<file path="src/rtl/cmd_proc.sv">
// cmd_proc: executes 16-bit commands (WRITE / READ / PING / NAK) against a
// 16x8 register file and hands a one-byte response to the transmitter.
// Optional response-wait timeout: define CMD_PROC_TIMEOUT_EN to enable it.
// Without the macro, the FSM waits in WAIT until resp_sent arrives and
// err_timeout is held at 0.
module cmd_proc #(
  parameter int unsigned TIMEOUT_CYCLES = 4096
) (
  input  logic        clk,
  input  logic        rst,
  input  logic [15:0] cmd,
  input  logic        cmd_rdy,
  output logic        clr_cmd_rdy,
  output logic        send_resp,
  output logic [7:0]  resp,
  input  logic        resp_sent,
  output logic        cfg_wr,
  output logic [3:0]  cfg_addr,
  output logic [7:0]  cfg_data,
  output logic        busy,
  output logic        err_timeout
);

  typedef enum logic [1:0] {
    ST_IDLE = 2'd0,
    ST_EXEC = 2'd1,
    ST_SEND = 2'd2,
    ST_WAIT = 2'd3
  } state_t;

  localparam logic [3:0] OP_WRITE = 4'h1;
  localparam logic [3:0] OP_READ  = 4'h2;
  localparam logic [3:0] OP_PING  = 4'h3;

  localparam logic [7:0] RESP_ACK  = 8'hA5;
  localparam logic [7:0] RESP_PING = 8'h5A;
  localparam logic [7:0] RESP_NAK  = 8'hEE;

  // Reject timeout limits outside the supported 16-bit range at elaboration.
  if (TIMEOUT_CYCLES < 2 || TIMEOUT_CYCLES > 65535) begin : g_bad_timeout
    $error("cmd_proc: TIMEOUT_CYCLES must be in [2, 65535]");
  end

  state_t      state_q;
  logic [15:0] cmd_q;
  logic [7:0]  regfile_q [16];
  logic        clr_cmd_rdy_q;
  logic        send_resp_q;
  logic [7:0]  resp_q;
  logic        cfg_wr_q;
  logic [3:0]  cfg_addr_q;
  logic [7:0]  cfg_data_q;
  logic        busy_q;
  logic        err_timeout_q;

`ifdef CMD_PROC_TIMEOUT_EN
  localparam logic [15:0] TIMEOUT_LAST = 16'(TIMEOUT_CYCLES - 1);
  logic [15:0] tcnt_q;
`endif

  logic [3:0] op;
  logic [3:0] addr;
  logic [7:0] data;
  logic [7:0] resp_d;
  logic       is_write_d;

  // Decode the captured command into its response byte and write enable.
  always_comb begin
    // NOTE: every always_comb output gets a default first, so no path
    // through the case can leave a value held and infer a latch.
    op         = cmd_q[15:12];
    addr       = cmd_q[11:8];
    data       = cmd_q[7:0];
    resp_d     = RESP_NAK;
    is_write_d = 1'b0;
    case (op)
      OP_WRITE: begin
        resp_d     = RESP_ACK;
        is_write_d = 1'b1;
      end
      OP_READ:  resp_d = regfile_q[addr];
      OP_PING:  resp_d = RESP_PING;
      default:  resp_d = RESP_NAK;
    endcase
  end

  // Command FSM with registered pulse outputs and the register file.
  always_ff @(posedge clk or posedge rst) begin
    if (rst) begin
      state_q       <= ST_IDLE;
      cmd_q         <= '0;
      clr_cmd_rdy_q <= 1'b0;
      send_resp_q   <= 1'b0;
      resp_q        <= '0;
      cfg_wr_q      <= 1'b0;
      cfg_addr_q    <= '0;
      cfg_data_q    <= '0;
      busy_q        <= 1'b0;
      err_timeout_q <= 1'b0;
      // NOTE: the register file must read 0x00 after reset, so it is built
      // from resettable flops rather than a RAM macro without reset.
      for (int i = 0; i < 16; i++) begin
        regfile_q[i] <= '0;
      end
`ifdef CMD_PROC_TIMEOUT_EN
      tcnt_q        <= '0;
`endif
    end else begin
      // NOTE: state is updated with non-blocking assignments so every
      // right-hand side sees the pre-edge value regardless of statement order.
      clr_cmd_rdy_q <= 1'b0;
      send_resp_q   <= 1'b0;
      cfg_wr_q      <= 1'b0;
      err_timeout_q <= 1'b0;
      case (state_q)
        ST_IDLE: begin
          if (cmd_rdy) begin
            cmd_q         <= cmd;
            clr_cmd_rdy_q <= 1'b1;
            busy_q        <= 1'b1;
            state_q       <= ST_EXEC;
          end
        end
        ST_EXEC: begin
          resp_q      <= resp_d;
          send_resp_q <= 1'b1;
          if (is_write_d) begin
            regfile_q[addr] <= data;
            cfg_addr_q      <= addr;
            cfg_data_q      <= data;
            cfg_wr_q        <= 1'b1;
          end
          state_q <= ST_SEND;
        end
        ST_SEND: begin
`ifdef CMD_PROC_TIMEOUT_EN
          tcnt_q  <= '0;
`endif
          state_q <= ST_WAIT;
        end
        ST_WAIT: begin
          if (resp_sent) begin
            busy_q  <= 1'b0;
            state_q <= ST_IDLE;
`ifdef CMD_PROC_TIMEOUT_EN
          end else if (tcnt_q == TIMEOUT_LAST) begin
            // Limit reached with no completion: give up on this response.
            err_timeout_q <= 1'b1;
            busy_q        <= 1'b0;
            state_q       <= ST_IDLE;
          end else begin
            tcnt_q <= tcnt_q + 16'd1;
`endif
          end
        end
        default: begin
          busy_q  <= 1'b0;
          state_q <= ST_IDLE;
        end
      endcase
    end
  end

  assign clr_cmd_rdy = clr_cmd_rdy_q;
  assign send_resp   = send_resp_q;
  assign resp        = resp_q;
  assign cfg_wr      = cfg_wr_q;
  assign cfg_addr    = cfg_addr_q;
  assign cfg_data    = cfg_data_q;
  assign busy        = busy_q;
  assign err_timeout = err_timeout_q;

endmodule

</file>
<file path="config.mk">
export PLATFORM = sky130hd
export DESIGN_NAME = cmd_proc
export DESIGN_NICKNAME = d
export VERILOG_FILES = /design/src/rtl/cmd_proc.sv
export SDC_FILE = /design/constraint.sdc
export NUM_CORES = 1
export LEC_CHECK = 0
export BUFFER_PORTS_ARGS = -buffer_cell sky130_fd_sc_hd__buf_2
export CORE_MARGIN = 2
export CORE_UTILIZATION = 65
export DETAILED_ROUTE_END_ITERATION = 6
export MAX_ROUTING_LAYER = met4
export PLACE_DENSITY = 0.93
export SLEW_MARGIN = 20
export SYNTH_ARGS = -nofsm -noshare
export SYNTH_HDL_FRONTEND = slang
export SYNTH_SLANG_ARGS = --single-unit
</file>
<file path="constraint.sdc">
create_clock -name clk -period 7.14 [get_ports clk]
set_input_delay 0.357 -clock clk [delete_from_list [all_inputs] [get_ports clk]]
set_output_delay 0.357 -clock clk [all_outputs]
set_load 0.05 [all_outputs]
</file>
# After elaboration in Yosys (flattened, before gate mapping)
# Cells that the tools add are included.
[word_totals] regBits=170 inputBits=20 output_inout_bits=25 elab_cells=62
[op_classes] order_cmp=2 eq_ne=8 n_mux=19 bitwise=1 n_reduce_logical=7
[op_table] op="bitwise mux 128 bit" n=1
[op_table] op="binary-select mux 8 bit (select 4 bit)" n=1
[op_table] op="demux 8 bit (select 4 bit)" n=1
[op_table] op="two-way mux 8 bit" n=3
[op_table] op="one-hot mux 8 bit (3 select lines)" n=1
[op_table] op="equality test 4 x 2 -> 1 bit (second input constant)" n=2
[op_table] op="two-way mux 1 bit" n=8
[op_table] op="one-hot mux 2 bit (4 select lines)" n=1
[op_table] op="AND reduction 2 bit" n=3
[op_table] op=">= comparator 5 bit (second input constant)" n=1
[op_table] op="< comparator 5 x 1 -> 1 bit (second input constant)" n=1
[op_table] op="NOT 4 -> 5 bit" n=1
[op_table] op="equality test 2 bit (second input constant)" n=2
[op_table] op="equality test 4 x 1 -> 1 bit (second input constant)" n=1
[op_table] op="two-way mux 2 bit" n=2
[op_table] op="inequality test 2 bit (second input constant)" n=2
[op_table] op="AND reduction 3 bit" n=1
[op_table] op="equality test 2 x 1 -> 1 bit (second input constant)" n=1
[op_table] op="zero test 2 bit" n=1
[op_table] op="one-hot mux 1 bit (2 select lines)" n=1
[op_table] op="nonzero test 2 bit" n=1
[op_table] op="logical AND 1 bit" n=1

# Depth between registers and ports, before layout
# Gate-level depths: netlist of run 1.
[depth] word_depth=6 ltp_mapped=7 depth_no_buf=6

# Worst setup path after synthesis of run 1
# Ideal clock, no wire load.
[synth_path] path_kind="flip-flop to flip-flop" start="register state_q[1]" end="register regfile_q[25] (netlist bit)" setup_time_ns=0.125 t_arrival_ns=2.143 required_ns=7.015 setup_slack_ns=4.873 path_stages_with_launch=7 n_path_buf=0 synth_period_minus_slack_ns=2.267 cell_sequence="dfrtp_1 -> inv_1 -> ha_1 -> nor3b_4 -> nand3_4 -> nor4_4 -> mux2_2"
[synth_via] elab_chain_cells=2
[synth_lines] item="from (decl)" line="44" rtl="state_t state_q;"
[synth_lines] item="from (signal assigned)" line="90" rtl="state_q <= ST_IDLE;"
[synth_lines] item="from (signal assigned)" line="121" rtl="state_q <= ST_EXEC;"
[synth_lines] item="from (signal assigned)" line="133" rtl="state_q <= ST_SEND;"
[synth_lines] item="equality test 2 x 1 -> 1 bit" line="115" rtl="case (state_q)"
[synth_lines] item="AND reduction 2 bit (no line)"
[synth_lines] item="to (signal, indexed assignment)" line="128" rtl="regfile_q[addr] <= data;"
[synth_lines] item="to (decl)" line="46" rtl="logic [7:0] regfile_q [16];"
# No other way between the ends.
# A chain may end at the register's enable or synchronous reset.

# Worst setup path in the final report of run 1
[layout_path] start="register cmd_q[10]" end="register regfile_q[26] (netlist bit)"
[layout_via] elab_chain_cells=6 word_cells_on_any_way=7 classes_between="2 x order compare; 3 x mux; 1 x bitwise; 1 x reduce/logical"
[layout_lines] item="from (decl)" line="45" rtl="logic [15:0] cmd_q;"
[layout_lines] item="from (signal assigned)" line="118" rtl="cmd_q <= cmd;"
[layout_lines] item="NOT 4 -> 5 bit (implied by the code) *" line="128"
[layout_lines] item=">= comparator 5 bit (implied by the code) / < comparator 5 x 1 -> 1 bit (equally long branches)" line="128"
[layout_lines] item="logical AND 1 bit (implied by the code)" line="128"
[layout_lines] item="two-way mux 8 bit (implied by the code)" line="128"
[layout_lines] item="demux 8 bit (select 4 bit) *" line="128"
[layout_lines] item="bitwise mux 128 bit *" line="128"
# Every way passes the cells marked *; elsewhere a longest branch is shown, timed or not.

==> metrics.txt, run 1 <==
# TYPE chip_impl_metric gauge
chip_impl_info{name="setup.worst_path.start_class",value="flip-flop"} 1
chip_impl_info{name="post_synth_most_frequent_cells",value="sky130_fd_sc_hd__dfrtp_1 (170), sky130_fd_sc_hd__mux2_2 (150), sky130_fd_sc_hd__mux4_2 (27), sky130_fd_sc_hd__mux2i_1 (18), sky130_fd_sc_hd__nand2_1 (16)"} 1
chip_impl_metric{name="placed_wire_length_estimate_after_detailed_placement",unit="um"} 10800
chip_impl_metric{name="reg2reg_depth",unit=""} 3
chip_impl_metric{name="chipHeight",unit="um"} 112
chip_impl_metric{name="post-synth-top-area-fraction",unit=""} 0.559
chip_impl_info{name="critical_path.reg2reg.startpoint",value="cmd_q[10]$_DFFE_PP0P_"} 1
chip_impl_metric{name="finalClockSkew",unit="ps"} 6.19
chip_impl_metric{name="num_cts_buffers",unit=""} 17
chip_impl_metric{name="final.setup.tns",unit="ps"} 0
chip_impl_metric{name="finalHoldViolations",unit=""} 0
chip_impl_metric{name="muxShareOfSynthArea",unit=""} 0.327
chip_impl_metric{name="ctsHoldBuffers",unit=""} 0
chip_impl_metric{name="final_antenna_net_count",unit=""} 0
chip_impl_metric{name="max-clock-path-buffers",unit=""} 2
chip_impl_info{name="dominantRegCellSynth",value="sky130_fd_sc_hd__dfrtp_1"} 1
chip_impl_metric{name="synthAdderAreaFrac",unit=""} 0.00823
chip_impl_metric{name="grt_start_max_net_pins",unit=""} 106
chip_impl_metric{name="detailroute.via_count",unit=""} 4724
chip_impl_info{name="dominant_cell_by_count_in_the_synthesized_netlist",value="sky130_fd_sc_hd__dfrtp_1"} 1
chip_impl_metric{name="grt_pass1_wl",unit="um"} 28400
chip_impl_info{name="crit_slowest_cell",value="sky130_fd_sc_hd__dfrtp_1"} 1
chip_impl_metric{name="hold_slack",unit="ps"} 99.2
chip_impl_metric{name="netlist-cell-type-count",unit=""} 41
chip_impl_metric{name="floorplan.io_pins",unit=""} 45
chip_impl_metric{name="fp-row-count",unit=""} 39
chip_impl_info{name="setup_repair_after_global_routing_missed_its_margin",value="no"} 1
chip_impl_info{name="timing.critical_path.max_delay_family",value="flip-flops"} 1
chip_impl_info{name="outcome",value="finished, final reports clean"} 1
chip_impl_metric{name="fill_cells",unit=""} 629
chip_impl_metric{name="synthXorXnorAreaFrac",unit=""} 0
chip_impl_metric{name="final.min_clock_period",unit="ps"} 3300
chip_impl_metric{name="net_count_final",unit=""} 569
chip_impl_metric{name="synth_warn",unit=""} 0
chip_impl_metric{name="initial_utilization",unit=""} 0.666
chip_impl_metric{name="layout.core_utilization",unit=""} 0.744
chip_impl_metric{name="gpl.final_weighted_congestion",unit=""} 0.892
chip_impl_metric{name="postCtsResizedCells",unit=""} 0
chip_impl_metric{name="syn_to_final_growth",unit="%"} 11.8
chip_impl_metric{name="critPathBufInv",unit=""} 1
chip_impl_info{name="main_combinational_cell_family_by_area_after_synthesis",value="multiplexers"} 1
chip_impl_metric{name="max_clock_freq",unit="MHz"} 303
chip_impl_metric{name="seq_area_frac_synth",unit=""} 0.559
chip_impl_info{name="hold_class",value="input pin to async pin"} 1
chip_impl_metric{name="p_leak",unit="uW"} 0.00412
chip_impl_metric{name="drc",unit=""} 0
chip_impl_metric{name="timing.final.crit_share",unit=""} 0.463
chip_impl_info{name="cp-startpoint",value="cmd_q[10]$_DFFE_PP0P_"} 1
chip_impl_metric{name="max_slew.worst_pin.slew",unit="ps"} 975
chip_impl_metric{name="synth-seq-cells",unit=""} 170
chip_impl_metric{name="grt_pass1_vias",unit=""} 5062
chip_impl_metric{name="syn-cell-area",unit="um2"} 7600
chip_impl_metric{name="crit_path_max_incr_delay",unit="ps"} 980
chip_impl_info{name="cts_root_buf",value="sky130_fd_sc_hd__clkbuf_16"} 1
chip_impl_metric{name="syn_area_per_cell",unit="um2"} 15.0
chip_impl_metric{name="antenna_found_initial",unit=""} 0
chip_impl_metric{name="grt_overflow",unit=""} 0
chip_impl_metric{name="synth_simple_gate_area_frac",unit=""} 0.0528
chip_impl_metric{name="cts.reportedPaths.clkPinSlew",unit="ps"} 60
chip_impl_metric{name="groute.usage.overall",unit=""} 0.310
chip_impl_metric{name="cts.sinks",unit=""} 170
chip_impl_metric{name="p_per_area",unit="nW/um2"} 420
chip_impl_metric{name="regToRegSetupSlack",unit="ps"} 3840
chip_impl_metric{name="initialDrtViolationCount",unit=""} 564
chip_impl_info{name="timing.critical_path.cells",value="clkinv_1 > nor4_4 > mux2_2"} 1
chip_impl_info{name="setup_crit_end_kind",value="flip-flop"} 1
chip_impl_metric{name="die_x",unit="um"} 112
chip_impl_metric{name="crit_cells",unit=""} 3
chip_impl_metric{name="worst_ir_drop_on_vdd",unit="uV"} 449
chip_impl_metric{name="cts_setup_buffers",unit=""} 0
chip_impl_metric{name="slew_violations",unit=""} 0
chip_impl_info{name="criticalPathCategory",value="flip-flop to flip-flop"} 1
chip_impl_info{name="clock_tree_from_tritoncts",value="yes"} 1
chip_impl_metric{name="drive_above_1_share",unit=""} 0.490
chip_impl_metric{name="core-area",unit="um2"} 11400
chip_impl_metric{name="headroom_to_the_max_slew_limit",unit=""} 0.349
chip_impl_info{name="netlist.top_cell.by_area",value="sky130_fd_sc_hd__dfrtp_1"} 1
chip_impl_metric{name="dieArea",unit="um2"} 12600
chip_impl_metric{name="routed_wire_length_per_instance",unit="um"} 25.3
chip_impl_info{name="synthTopCellsByArea",value="sky130_fd_sc_hd__dfrtp_1 (56%), sky130_fd_sc_hd__mux2_2 (22%), sky130_fd_sc_hd__mux4_2 (8.0%)"} 1
chip_impl_info{name="timing.critical_path.to",value="regfile_q[26]$_DFFE_PP0P_"} 1
chip_impl_metric{name="cp_data_arrival_time",unit="ps"} 3610
chip_impl_info{name="r2r_end",value="regfile_q[26]$_DFFE_PP0P_"} 1
chip_impl_metric{name="port_buffers",unit=""} 43
chip_impl_metric{name="drt_pre_antenna_iters",unit=""} 7
chip_impl_metric{name="clock_insertion_delay_worst_skew",unit="ps"} 430
chip_impl_metric{name="routed_via_density",unit=""} 6.75
chip_impl_metric{name="mappedNetlistNets",unit=""} 531
chip_impl_metric{name="synth_async_sr_flop_share",unit=""} 1.00
chip_impl_metric{name="num_antenna_cells",unit=""} 0
chip_impl_metric{name="routed_wl",unit="um"} 17700
chip_impl_metric{name="cts.htree.levels",unit=""} 4
chip_impl_metric{name="synth_edf_count",unit=""} 0
chip_impl_metric{name="netlist_instances",unit=""} 506
chip_impl_metric{name="setup_viol",unit=""} 0
chip_impl_metric{name="maxCapViolCount",unit=""} 0
chip_impl_metric{name="fraction_of_the_mapped_netlist_area_in_compound_gates",unit=""} 0.0306
chip_impl_metric{name="worst-endpoint-required",unit="ps"} 7450
chip_impl_metric{name="worst-path-max-fanout",unit=""} 22
-- metrics by stage --
step | setup WS, ps | power (uW) | std cells | instance area (um2)
6_report | 3840 | 3570 | 700 | 8500
5_1_grt | 3710 | 3710 | 700 | 8500
4_1_cts | 3920 | 3560 | 700 | 8500
3_5_place_dp | 4070 | 2630 | 668 | 7910
3_3_place_gp | 4270 | 2550 | 668 | 7910
2_1_floorplan | 2180 | 2310 | 506 | 7600
-- registers in the layout (all words and copies together) (netlist names) --
signal	cells
resp	8
send_resp	1
cmd_q	16
state_q	2
clr_cmd_rdy	1
busy	1
cfg_addr	4
cfg_data	8
regfile_q	128
cfg_wr	1
-- how the worst min path moves through the flow --
stage / from / to / slack (ps)
2_1_floorplan: regfile_q[24]$_DFFE_PP0P_ / regfile_q[24]$_DFFE_PP0P_ / 450
3_3_place_gp: cfg_addr[3]$_DFFE_PP0P_ / cfg_addr[3]$_DFFE_PP0P_ / 460
3_5_place_dp: cfg_addr[3]$_DFFE_PP0P_ / cfg_addr[3]$_DFFE_PP0P_ / 460
4_1_cts: cmd[8] / cmd_q[8]$_DFFE_PP0P_ / 140
5_1_grt: cmd[14] / cmd_q[14]$_DFFE_PP0P_ / 150
6_report: rst / state_q[1]$_DFFE_PP0P_ / 100
-- routing by layer --
layer | global-route usage | vias up | routed length, um
li1 | - | 1929 | -
met1 | 0.373 | 2455 | 6580
met2 | 0.498 | 276 | 9070
met3 | 0.0713 | 64 | 1390
met4 | 0.154 | 0 | 661
met5 | - | - | 0
-- cell type report --
class	instances	area [um2]	area share
Sequential cell	170	4260	0.501
Multi-Input combinational cell	298	3190	0.375
Clock buffer	24	502	0.0590
Timing Repair Buffer	46	238	0.0280
Tap cell	143	179	0.0211
Clock inverter	8	90.1	0.0106
Inverter	11	46.3	0.00545
-- report_power, final --
group	internal, uW	total, uW	leakage (uW)	switching, uW
Combinational	458	1090	0.00154	630
Clock	558	918	0.000300	360
Sequential	1240	1570	0.00228	326
Total	2260	3570	0.00412	1320
-- cell families (layout without fill, tap and decap cells) --
group | Yosys count | in the layout
other | 1 | 1
flip-flops | 170 | 170
adder cells (fa/ha/maj) | 5 | 5
multiplexers | 196 | 196
buffers and inverters | 38 | 89
AO/OA/AOI/OAI | 36 | 36
AND/OR/NAND/NOR | 60 | 60
-- cells in the final DEF, fill, tap and decap left out, types with 2 or more instances in the layout --
cell and n:
sky130_fd_sc_hd__nor2_2 4, sky130_fd_sc_hd__a211oi_1 2, sky130_fd_sc_hd__inv_1 9, sky130_fd_sc_hd__mux4_2 27, sky130_fd_sc_hd__or2_2 3, sky130_fd_sc_hd__a22oi_1 4, sky130_fd_sc_hd__bufinv_16 2, sky130_fd_sc_hd__o211ai_1 3
sky130_fd_sc_hd__buf_2 43, sky130_fd_sc_hd__mux2i_1 18, sky130_fd_sc_hd__o22ai_1 4, sky130_fd_sc_hd__clkbuf_16 17, sky130_fd_sc_hd__a21oi_1 3, sky130_fd_sc_hd__nand3_2 5, sky130_fd_sc_hd__clkbuf_1 2, sky130_fd_sc_hd__nor2b_1 5
sky130_fd_sc_hd__nor4_4 3, sky130_fd_sc_hd__buf_4 3, sky130_fd_sc_hd__o21ai_0 12, sky130_fd_sc_hd__nor3_1 2, sky130_fd_sc_hd__mux2_2 150, sky130_fd_sc_hd__ha_1 5, sky130_fd_sc_hd__a31oi_1 2, sky130_fd_sc_hd__nand3_1 8
sky130_fd_sc_hd__nand2_1 16, sky130_fd_sc_hd__clkinv_2 6, sky130_fd_sc_hd__dfrtp_1 169, sky130_fd_sc_hd__a21o_1 2, sky130_fd_sc_hd__or3_1 2, sky130_fd_sc_hd__nor2_1 6, sky130_fd_sc_hd__clkbuf_8 5
No activity file was read; power rests on OpenSTA's default activity.
==> run 2, diff against run 1 <==
--- a/config.mk
+++ b/config.mk
@@ -7,10 +7,10 @@
 export LEC_CHECK = 0
 export BUFFER_PORTS_ARGS = -buffer_cell sky130_fd_sc_hd__buf_2
 export CORE_MARGIN = 2
-export CORE_UTILIZATION = 65
+export CORE_UTILIZATION = 61
 export DETAILED_ROUTE_END_ITERATION = 6
 export MAX_ROUTING_LAYER = met4
-export PLACE_DENSITY = 0.93
+export PLACE_DENSITY = 0.89
 export SLEW_MARGIN = 20
 export SYNTH_ARGS = -nofsm -noshare
 export SYNTH_HDL_FRONTEND = slang
==> constraint.sdc (replaced) <==
create_clock -name clk -period 3.15 [get_ports clk]
set_input_delay 0.1575 -clock clk [delete_from_list [all_inputs] [get_ports clk]]
set_output_delay 0.1575 -clock clk [all_outputs]
set_load 0.05 [all_outputs]
==> run 2 against run 1 <==
Compared with the run above: setup slack lost 3400 ps; clock power up 150%; non-clock buffer count rose by 24; core utilization decreased by 1.5 points; count of clock-buffer cells in the layout shrank 5; global-route usage is 2.4 points lower; design area up 4.0%; via count fell by 0.91%; die area rose by 6.3%; highest routed layer unchanged.
==> metrics.txt, run 2 (synthesized netlist as in run 1, its figures left out) <==
# TYPE chip_impl_metric gauge
chip_impl_info{name="outcome",value="finished, final reports clean"} 1
chip_impl_info{name="r2r_end",value="regfile_q[36]$_DFFE_PP0P_"} 1
chip_impl_metric{name="setup_viol",unit=""} 0
chip_impl_metric{name="critPathBufInv",unit=""} 2
chip_impl_metric{name="fin_area",unit="um2"} 8840
chip_impl_metric{name="chipHeight",unit="um"} 116
chip_impl_info{name="criticalPathCategory",value="flip-flop to flip-flop"} 1
chip_impl_info{name="biggestRegsByFlops",value="regfile_q: 128 flops, cmd_q: 16 flops"} 1
chip_impl_info{name="crit_slowest_cell",value="sky130_fd_sc_hd__or3_1"} 1
chip_impl_metric{name="floorplan.io_pins",unit=""} 45
chip_impl_info{name="largest-register",value="regfile_q"} 1
chip_impl_metric{name="largest_register_ff_count",unit=""} 128
chip_impl_metric{name="fp-row-count",unit=""} 40
chip_impl_metric{name="final.setup.tns",unit="ps"} 0
chip_impl_metric{name="port_buffers",unit=""} 43
chip_impl_info{name="setup_repair_after_global_routing_missed_its_margin",value="no"} 1
chip_impl_info{name="setup.worst_path.start_class",value="flip-flop"} 1
chip_impl_metric{name="placed_wire_length_estimate_after_detailed_placement",unit="um"} 11000
chip_impl_info{name="hold_end",value="busy$_DFFE_PP0P_"} 1
chip_impl_info{name="holdCritStartpoint",value="resp_sent"} 1
chip_impl_info{name="cts_root_buf",value="sky130_fd_sc_hd__clkbuf_16"} 1
chip_impl_info{name="setup_crit_end_kind",value="flip-flop"} 1
chip_impl_info{name="clock_tree_from_tritoncts",value="yes"} 1
chip_impl_metric{name="cts.htree.levels",unit=""} 4
chip_impl_metric{name="timing.final.crit_share",unit=""} 0.859
chip_impl_metric{name="initial_utilization",unit=""} 0.628
chip_impl_metric{name="syn_to_final_growth",unit="%"} 16.2
chip_impl_metric{name="grt_pass1_vias",unit=""} 4980
chip_impl_metric{name="timing.hold.worst_path_depth",unit=""} 4
chip_impl_metric{name="final_antenna_net_count",unit=""} 0
chip_impl_metric{name="antenna_found_initial",unit=""} 0
chip_impl_metric{name="die_x",unit="um"} 116
chip_impl_metric{name="crit_path_max_incr_delay",unit="ps"} 590
chip_impl_metric{name="p_per_area",unit="nW/um2"} 941
chip_impl_metric{name="routed_via_density",unit=""} 6.26
chip_impl_metric{name="reg2reg_depth",unit=""} 7
chip_impl_metric{name="max-clock-path-buffers",unit=""} 2
chip_impl_info{name="layout_commonest_cell",value="sky130_fd_sc_hd__dfrtp_1"} 1
chip_impl_metric{name="routed_wl",unit="um"} 17200
chip_impl_metric{name="slew_violations",unit=""} 0
chip_impl_metric{name="maxCapViolCount",unit=""} 0
chip_impl_metric{name="p_leak",unit="uW"} 0.00424
chip_impl_metric{name="grt_pass1_wl",unit="um"} 27300
chip_impl_metric{name="net_count_final",unit=""} 593
chip_impl_metric{name="cts.sinks",unit=""} 170
chip_impl_metric{name="grt_start_max_net_pins",unit=""} 83
chip_impl_metric{name="num_cts_buffers",unit=""} 17
chip_impl_metric{name="detailroute.via_count",unit=""} 4681
chip_impl_metric{name="max_clock_freq",unit="MHz"} 370
chip_impl_metric{name="worst-endpoint-required",unit="ps"} 3460
chip_impl_metric{name="initialDrtViolationCount",unit=""} 431
chip_impl_metric{name="drive_above_1_share",unit=""} 0.483
chip_impl_metric{name="worst_ir_drop_on_vdd",unit="uV"} 533
chip_impl_metric{name="cts.reportedPaths.clkPinSlew",unit="ps"} 60
chip_impl_info{name="hold_class",value="input pin to flip-flop"} 1
chip_impl_metric{name="dieArea",unit="um2"} 13400
chip_impl_metric{name="drc",unit=""} 0
chip_impl_metric{name="final.min_clock_period",unit="ps"} 2700
chip_impl_metric{name="groute.usage.overall",unit=""} 0.286
chip_impl_metric{name="finalClockSkew",unit="ps"} 9.05
chip_impl_metric{name="max_slew.worst_pin.slew",unit="ps"} 846
chip_impl_metric{name="cts_setup_buffers",unit=""} 0
chip_impl_metric{name="headroom_to_the_max_slew_limit",unit=""} 0.435
chip_impl_info{name="timing.critical_path.max_delay_family",value="simple AND/OR/NAND/NOR gates"} 1
chip_impl_metric{name="clock_insertion_delay_worst_skew",unit="ps"} 430
chip_impl_metric{name="drt_pre_antenna_iters",unit=""} 6
chip_impl_info{name="timing.critical_path.cells",value="inv_1 > ha_1 > nor3b_4 > buf_4 > nand2_4 > or3_1 > mux2_2"} 1
chip_impl_info{name="top_library_cells_by_usage_in_the_layout_fill_and_taps_aside",value="sky130_fd_sc_hd__dfrtp_1 (169), sky130_fd_sc_hd__mux2_2 (150), sky130_fd_sc_hd__buf_2 (43), sky130_fd_sc_hd__mux4_2 (27), sky130_fd_sc_hd__mux2i_1 (18)"} 1
chip_impl_metric{name="finalHoldViolations",unit=""} 0
chip_impl_metric{name="worst-path-max-fanout",unit=""} 17
chip_impl_info{name="critical_path.reg2reg.startpoint",value="state_q[1]$_DFFE_PP0P_"} 1
chip_impl_metric{name="num_antenna_cells",unit=""} 0
chip_impl_metric{name="cp_data_arrival_time",unit="ps"} 3010
chip_impl_metric{name="place_area",unit="um2"} 8030
chip_impl_metric{name="grt_overflow",unit=""} 0
chip_impl_metric{name="gpl.final_weighted_congestion",unit=""} 0.904
chip_impl_metric{name="routed_wire_length_per_instance",unit="um"} 23.0
chip_impl_metric{name="core-area",unit="um2"} 12100
chip_impl_metric{name="regToRegSetupSlack",unit="ps"} 450
==> run 2: cell count changes in the layout (fill, tap and decap cells not counted) <==
cell	change
sky130_fd_sc_hd__dlygate4sd3_1	+17
sky130_fd_sc_hd__buf_4	+4
sky130_fd_sc_hd__clkbuf_8	-4
sky130_fd_sc_hd__buf_12	+3
sky130_fd_sc_hd__bufinv_16	+3
sky130_fd_sc_hd__clkinv_2	-3
sky130_fd_sc_hd__clkinvlp_4	+3
sky130_fd_sc_hd__clkinv_4	+2
sky130_fd_sc_hd__clkbuf_1	-1
sky130_fd_sc_hd__inv_6	-1
==> run 2: through the flow <==
stage           util  setup WS, ps  hold WS [ps]  total power, uW  cells
2_1_floorplan      -           824           274             5240    506
3_3_place_gp   0.663           612           354             5860    700
3_5_place_dp   0.663           475           367             6010    700
4_1_cts        0.730           465          26.6             8320    748
5_1_grt        0.730           352          65.9             8670    748
6_report       0.730           445          34.9             8310    748
==> run 2: tightest hold or removal path: stages <==
cell	delay [ps]
sky130_fd_sc_hd__buf_2	90
sky130_fd_sc_hd__nand2_1	50
sky130_fd_sc_hd__nand2_1	60
sky130_fd_sc_hd__o21ai_0	70
==> run 2: repair_timing <==
| action | CTS | global route |
|---|---|---|
| hold endpoints to repair | 53 | 0 |
| hold buffers | 17 | 0 |
| gates resized for setup | 0 | 0 |
==> run 2: layer usage <==
metal,GRT usage,part of all wire,up-vias,wire length [um]
met3,0.0696,0.056,31,958
li1,-,-,1995,-
met5,-,0,-,0
met1,0.357,0.41,2472,7140
met4,0.113,0.024,0,408
met2,0.456,0.51,183,8710
==> run 2: power breakdown <==
part | switching (uW) | internal, uW
registers | 765 | 2810
logic | 1370 | 1100
clock network | 845 | 1420
total | 2980 | 5330
==> run 2: layout make-up <==
class,count,area [um2]
Clock buffer,19,443
Clock inverter,12,198
Fill cell,704,3270
Inverter,11,45.0
Multi-Input combinational cell,298,3190
Sequential cell,170,4260
Tap cell,168,210
Timing Repair Buffer,70,498
==> run 2: worst max path at each step <==
stage | start | end | slack [ps] | depth (start not counted)
final | state_q[1]$_DFFE_PP0P_ | regfile_q[36]$_DFFE_PP0P_ | 450 | 7
after CTS | state_q[1]$_DFFE_PP0P_ | regfile_q[36]$_DFFE_PP0P_ | 470 | 7
after detailed placement | state_q[1]$_DFFE_PP0P_ | regfile_q[36]$_DFFE_PP0P_ | 480 | 7
after global routing | state_q[1]$_DFFE_PP0P_ | regfile_q[32]$_DFFE_PP0P_ | 350 | 7
after floorplan | rst | busy$_DFFE_PP0P_ | 820 | 1
after global placement | state_q[1]$_DFFE_PP0P_ | regfile_q[0]$_DFFE_PP0P_ | 610 | 7
==> run 3, diff against run 2 <==
--- a/config.mk
+++ b/config.mk
@@ -5,6 +5,7 @@
 export SDC_FILE = /design/constraint.sdc
 export NUM_CORES = 1
 export LEC_CHECK = 0
+export ABC_AREA = 1
 export BUFFER_PORTS_ARGS = -buffer_cell sky130_fd_sc_hd__buf_2
 export CORE_MARGIN = 2
 export CORE_UTILIZATION = 61
==> run 3 against run 2 <==
Compared with the run above: flip-flop and latch count is the same; clock skew grew 0.95 ps; clock power shrank 6%; synthesized cell count grew 91%; largest power group unchanged; setup slack gained 340 ps; critical endpoint is now regfile_q[26]$_DFFE_PP0P_.
==> metrics.txt, run 3 <==
# TYPE chip_impl_metric gauge
chip_impl_info{name="outcome",value="finished, final reports clean"} 1
chip_impl_metric{name="layout.core_utilization",unit=""} 0.706
chip_impl_info{name="biggestRegsByFlops",value="regfile_q: 128 flops, cmd_q: 16 flops"} 1
chip_impl_metric{name="max-clock-path-buffers",unit=""} 2
chip_impl_metric{name="netlist-cell-type-count",unit=""} 28
chip_impl_metric{name="worst-endpoint-required",unit="ps"} 3420
chip_impl_metric{name="routed_wire_length_per_instance",unit="um"} 17.5
chip_impl_info{name="timing.critical_path.cells",value="inv_1 > ha_1 > nand3_4 > buf_4 > inv_2 > nand3_2 > nand2_1 > o21ai_0"} 1
chip_impl_metric{name="p_per_area",unit="nW/um2"} 991
chip_impl_info{name="hold_class",value="input pin to flip-flop"} 1
chip_impl_info{name="critical_path.reg2reg.startpoint",value="state_q[1]$_DFFE_PP0P_"} 1
chip_impl_info{name="hold_end",value="cmd_q[15]$_DFFE_PP0P_"} 1
chip_impl_metric{name="drive_above_1_share",unit=""} 0.140
chip_impl_metric{name="cts_setup_buffers",unit=""} 0
chip_impl_metric{name="regToRegSetupSlack",unit="ps"} 790
chip_impl_metric{name="initialDrtViolationCount",unit=""} 922
chip_impl_info{name="dominantRegCellSynth",value="sky130_fd_sc_hd__dfrtp_1"} 1
chip_impl_metric{name="placed_wire_length_estimate_after_detailed_placement",unit="um"} 12800
chip_impl_metric{name="dieArea",unit="um2"} 13900
chip_impl_metric{name="synth-seq-cells",unit=""} 170
chip_impl_info{name="largest-register",value="regfile_q"} 1
chip_impl_metric{name="detailroute.via_count",unit=""} 6763
chip_impl_metric{name="crit_path_max_incr_delay",unit="ps"} 410
chip_impl_info{name="dominant_cell_by_count_in_the_synthesized_netlist",value="sky130_fd_sc_hd__nand2_1"} 1
chip_impl_metric{name="num_cts_buffers",unit=""} 17
chip_impl_metric{name="synth_async_sr_flop_share",unit=""} 1.00
chip_impl_info{name="synthTopCellsByArea",value="sky130_fd_sc_hd__dfrtp_1 (54%), sky130_fd_sc_hd__nand2_1 (20%), sky130_fd_sc_hd__o21ai_0 (4.0%)"} 1
chip_impl_metric{name="routed_via_density",unit=""} 5.70
chip_impl_metric{name="clock_insertion_delay_worst_skew",unit="ps"} 440
chip_impl_metric{name="syn-cell-area",unit="um2"} 7940
chip_impl_metric{name="reg2reg_depth",unit=""} 8
chip_impl_info{name="timing.critical_path.max_delay_family",value="simple AND/OR/NAND/NOR gates"} 1
chip_impl_metric{name="core-area",unit="um2"} 12700
chip_impl_metric{name="final_antenna_net_count",unit=""} 0
chip_impl_metric{name="port_buffers",unit=""} 43
chip_impl_metric{name="headroom_to_the_max_slew_limit",unit=""} 0.395
chip_impl_info{name="criticalPathCategory",value="flip-flop to flip-flop"} 1
chip_impl_metric{name="finalHoldViolations",unit=""} 0
chip_impl_metric{name="seq_area_frac_synth",unit=""} 0.536
chip_impl_metric{name="setup_viol",unit=""} 0
chip_impl_info{name="crit_slowest_cell",value="sky130_fd_sc_hd__dfrtp_1"} 1
chip_impl_metric{name="max_slew.worst_pin.slew",unit="ps"} 907
chip_impl_metric{name="synth_warn",unit=""} 0
chip_impl_info{name="setup.worst_path.start_class",value="flip-flop"} 1
chip_impl_metric{name="grt_start_max_net_pins",unit=""} 56
chip_impl_metric{name="post-synth-top-area-fraction",unit=""} 0.536
chip_impl_metric{name="place_area",unit="um2"} 8180
chip_impl_metric{name="drc",unit=""} 0
chip_impl_metric{name="fp-row-count",unit=""} 41
chip_impl_info{name="setup_repair_after_global_routing_missed_its_margin",value="no"} 1
chip_impl_metric{name="netlist_instances",unit=""} 964
chip_impl_metric{name="syn_area_per_cell",unit="um2"} 8.23
chip_impl_metric{name="layout.cells.non_filler",unit=""} 1186
chip_impl_metric{name="setup_ws",unit="ps"} 785
chip_impl_info{name="layout_commonest_cell",value="sky130_fd_sc_hd__nand2_1"} 1
chip_impl_metric{name="largest_register_ff_count",unit=""} 128
chip_impl_metric{name="mappedNetlistNets",unit=""} 989
chip_impl_metric{name="final.min_clock_period",unit="ps"} 2360
chip_impl_metric{name="worst-path-max-fanout",unit=""} 29
chip_impl_metric{name="cts.htree.levels",unit=""} 4
chip_impl_metric{name="finalClockSkew",unit="ps"} 10.0
chip_impl_info{name="setup_crit_end_kind",value="flip-flop"} 1
chip_impl_metric{name="fin_area",unit="um2"} 8940
chip_impl_metric{name="grt_pass1_wl",unit="um"} 34100
chip_impl_metric{name="routed_wl",unit="um"} 20800
chip_impl_info{name="r2r_end",value="regfile_q[26]$_DFFE_PP0P_"} 1
chip_impl_metric{name="initial_utilization",unit=""} 0.626
chip_impl_metric{name="antenna_found_initial",unit=""} 0
chip_impl_metric{name="floorplan.io_pins",unit=""} 45
chip_impl_info{name="netlist.top_cell.by_area",value="sky130_fd_sc_hd__dfrtp_1"} 1
chip_impl_metric{name="cts.reportedPaths.clkPinSlew",unit="ps"} 70
chip_impl_metric{name="chipHeight",unit="um"} 118
chip_impl_info{name="cts_root_buf",value="sky130_fd_sc_hd__clkbuf_16"} 1
chip_impl_metric{name="syn_to_final_growth",unit="%"} 12.7
chip_impl_metric{name="drt_pre_antenna_iters",unit=""} 6
chip_impl_metric{name="worst_ir_drop_on_vdd",unit="uV"} 479
chip_impl_metric{name="num_antenna_cells",unit=""} 0
chip_impl_metric{name="critPathBufInv",unit=""} 3
chip_impl_metric{name="gpl.final_weighted_congestion",unit=""} 0.925
chip_impl_info{name="clock_tree_from_tritoncts",value="yes"} 1
chip_impl_metric{name="p_leak",unit="uW"} 0.00455
chip_impl_metric{name="timing.hold.worst_path_depth",unit=""} 4
chip_impl_metric{name="cp_data_arrival_time",unit="ps"} 2630
chip_impl_metric{name="grt_pass1_vias",unit=""} 6575
chip_impl_metric{name="grt_overflow",unit=""} 0
chip_impl_metric{name="max_clock_freq",unit="MHz"} 423
chip_impl_metric{name="synth_edf_count",unit=""} 0
chip_impl_metric{name="maxCapViolCount",unit=""} 0
chip_impl_info{name="post_synth_most_frequent_cells",value="sky130_fd_sc_hd__nand2_1 (422), sky130_fd_sc_hd__dfrtp_1 (170), sky130_fd_sc_hd__o21ai_0 (63), sky130_fd_sc_hd__o21ai_1 (55), sky130_fd_sc_hd__inv_1 (44)"} 1
chip_impl_metric{name="die_x",unit="um"} 118
chip_impl_metric{name="cts.sinks",unit=""} 170
chip_impl_metric{name="dp_slack",unit="ps"} 862
chip_impl_metric{name="dp.cells",unit=""} 1139
chip_impl_metric{name="slew_violations",unit=""} 0
chip_impl_metric{name="timing.final.crit_share",unit=""} 0.751
chip_impl_metric{name="groute.usage.overall",unit=""} 0.327
chip_impl_info{name="holdCritStartpoint",value="cmd_rdy"} 1
chip_impl_metric{name="final.setup.tns",unit="ps"} 0
chip_impl_info{name="top_library_cells_by_usage_in_the_layout_fill_and_taps_aside",value="sky130_fd_sc_hd__nand2_1 (422), sky130_fd_sc_hd__dfrtp_1 (169), sky130_fd_sc_hd__o21ai_0 (63), sky130_fd_sc_hd__o21ai_1 (55)"} 1
chip_impl_metric{name="net_count_final",unit=""} 1028
==> run 3: cell count changes in the layout (fill, tap and decap cells not counted), sizes merged, moves of 4 or more <==
cell	delta
a21oi	+28
a22oi	-4
buf	+4
inv	+39
mux2	-151
mux2i	-18
mux4	-27
nand2	+415
nand3	+7
nor2	+39
nor2b	-5
o21ai	+135
o21bai	+4
==> run 3: final cells by class <==
cell class	instances	area, um2
clock inverters	10	144
clock buffers	20	447
fillers	928	3730
well taps	172	215
multi-input cells	692	3180
inverters	48	184
flip-flops and latches	170	4260
repair buffers	74	515
==> run 3: metrics by stage <==
step           hold slack (ps)  power (uW)
2_1_floorplan              267        5660
6_report                  48.0        8860
3_5_place_dp               338        6600
4_1_cts                   45.4        8760
5_1_grt                   89.5        9330
3_3_place_gp               336        6490
==> run 3: how the worst max path moves through the flow <==
| stage | start | endpoint | slack (ps) | depth (start not counted) |
|---|---|---|---|---|
| after floorplan | rst | busy$_DFFE_PP0P_ | 820 | 1 |
| after global placement | state_q[1]$_DFFE_PP0P_ | regfile_q[31]$_DFFE_PP0P_ | 910 | 8 |
| after detailed placement | state_q[1]$_DFFE_PP0P_ | regfile_q[26]$_DFFE_PP0P_ | 860 | 8 |
| after CTS | state_q[1]$_DFFE_PP0P_ | regfile_q[26]$_DFFE_PP0P_ | 810 | 8 |
| after global routing | state_q[1]$_DFFE_PP0P_ | regfile_q[31]$_DFFE_PP0P_ | 610 | 8 |
| final | state_q[1]$_DFFE_PP0P_ | regfile_q[26]$_DFFE_PP0P_ | 790 | 8 |
==> run 3: tightest hold or removal path: stages <==
cell,delay [ps]
sky130_fd_sc_hd__buf_2,90
sky130_fd_sc_hd__nand2_1,90
sky130_fd_sc_hd__nand2_1,70
sky130_fd_sc_hd__nand2_1,50
==> run 3: layer usage <==
| metal | GRT usage | vias to the layer above | part of all wire | routed length, um |
|---|---|---|---|---|
| met3 | 0.0707 | 93 | 0.097 | 2030 |
| met1 | 0.416 | 3157 | 0.39 | 8080 |
| met4 | 0.188 | 0 | 0.047 | 969 |
| li1 | - | 3122 | - | - |
| met5 | - | - | 0 | 0 |
| met2 | 0.486 | 391 | 0.47 | 9730 |
==> run 3: cell families after synthesis <==
logic type	synth area share
and+or+nand+nor	0.262
AOI/OAI and AO/OA	0.131
DFF	0.536
buffers and inverters	0.0629
adders and majority gates	0.00788
other	0.000472
==> run 3: where the power goes <==
group | internal [uW] | switching, uW
Sequential | 2930 | 487
Clock | 1260 | 872
Combinational | 847 | 2470
==> run 3: timing repair <==
action / 4_1_cts / 5_1_grt
hold endpoints to repair: 47 / 0
gates resized for setup: 0 / 0
hold buffers: 17 / 0
endpoints found under the setup margin: 0 / 0
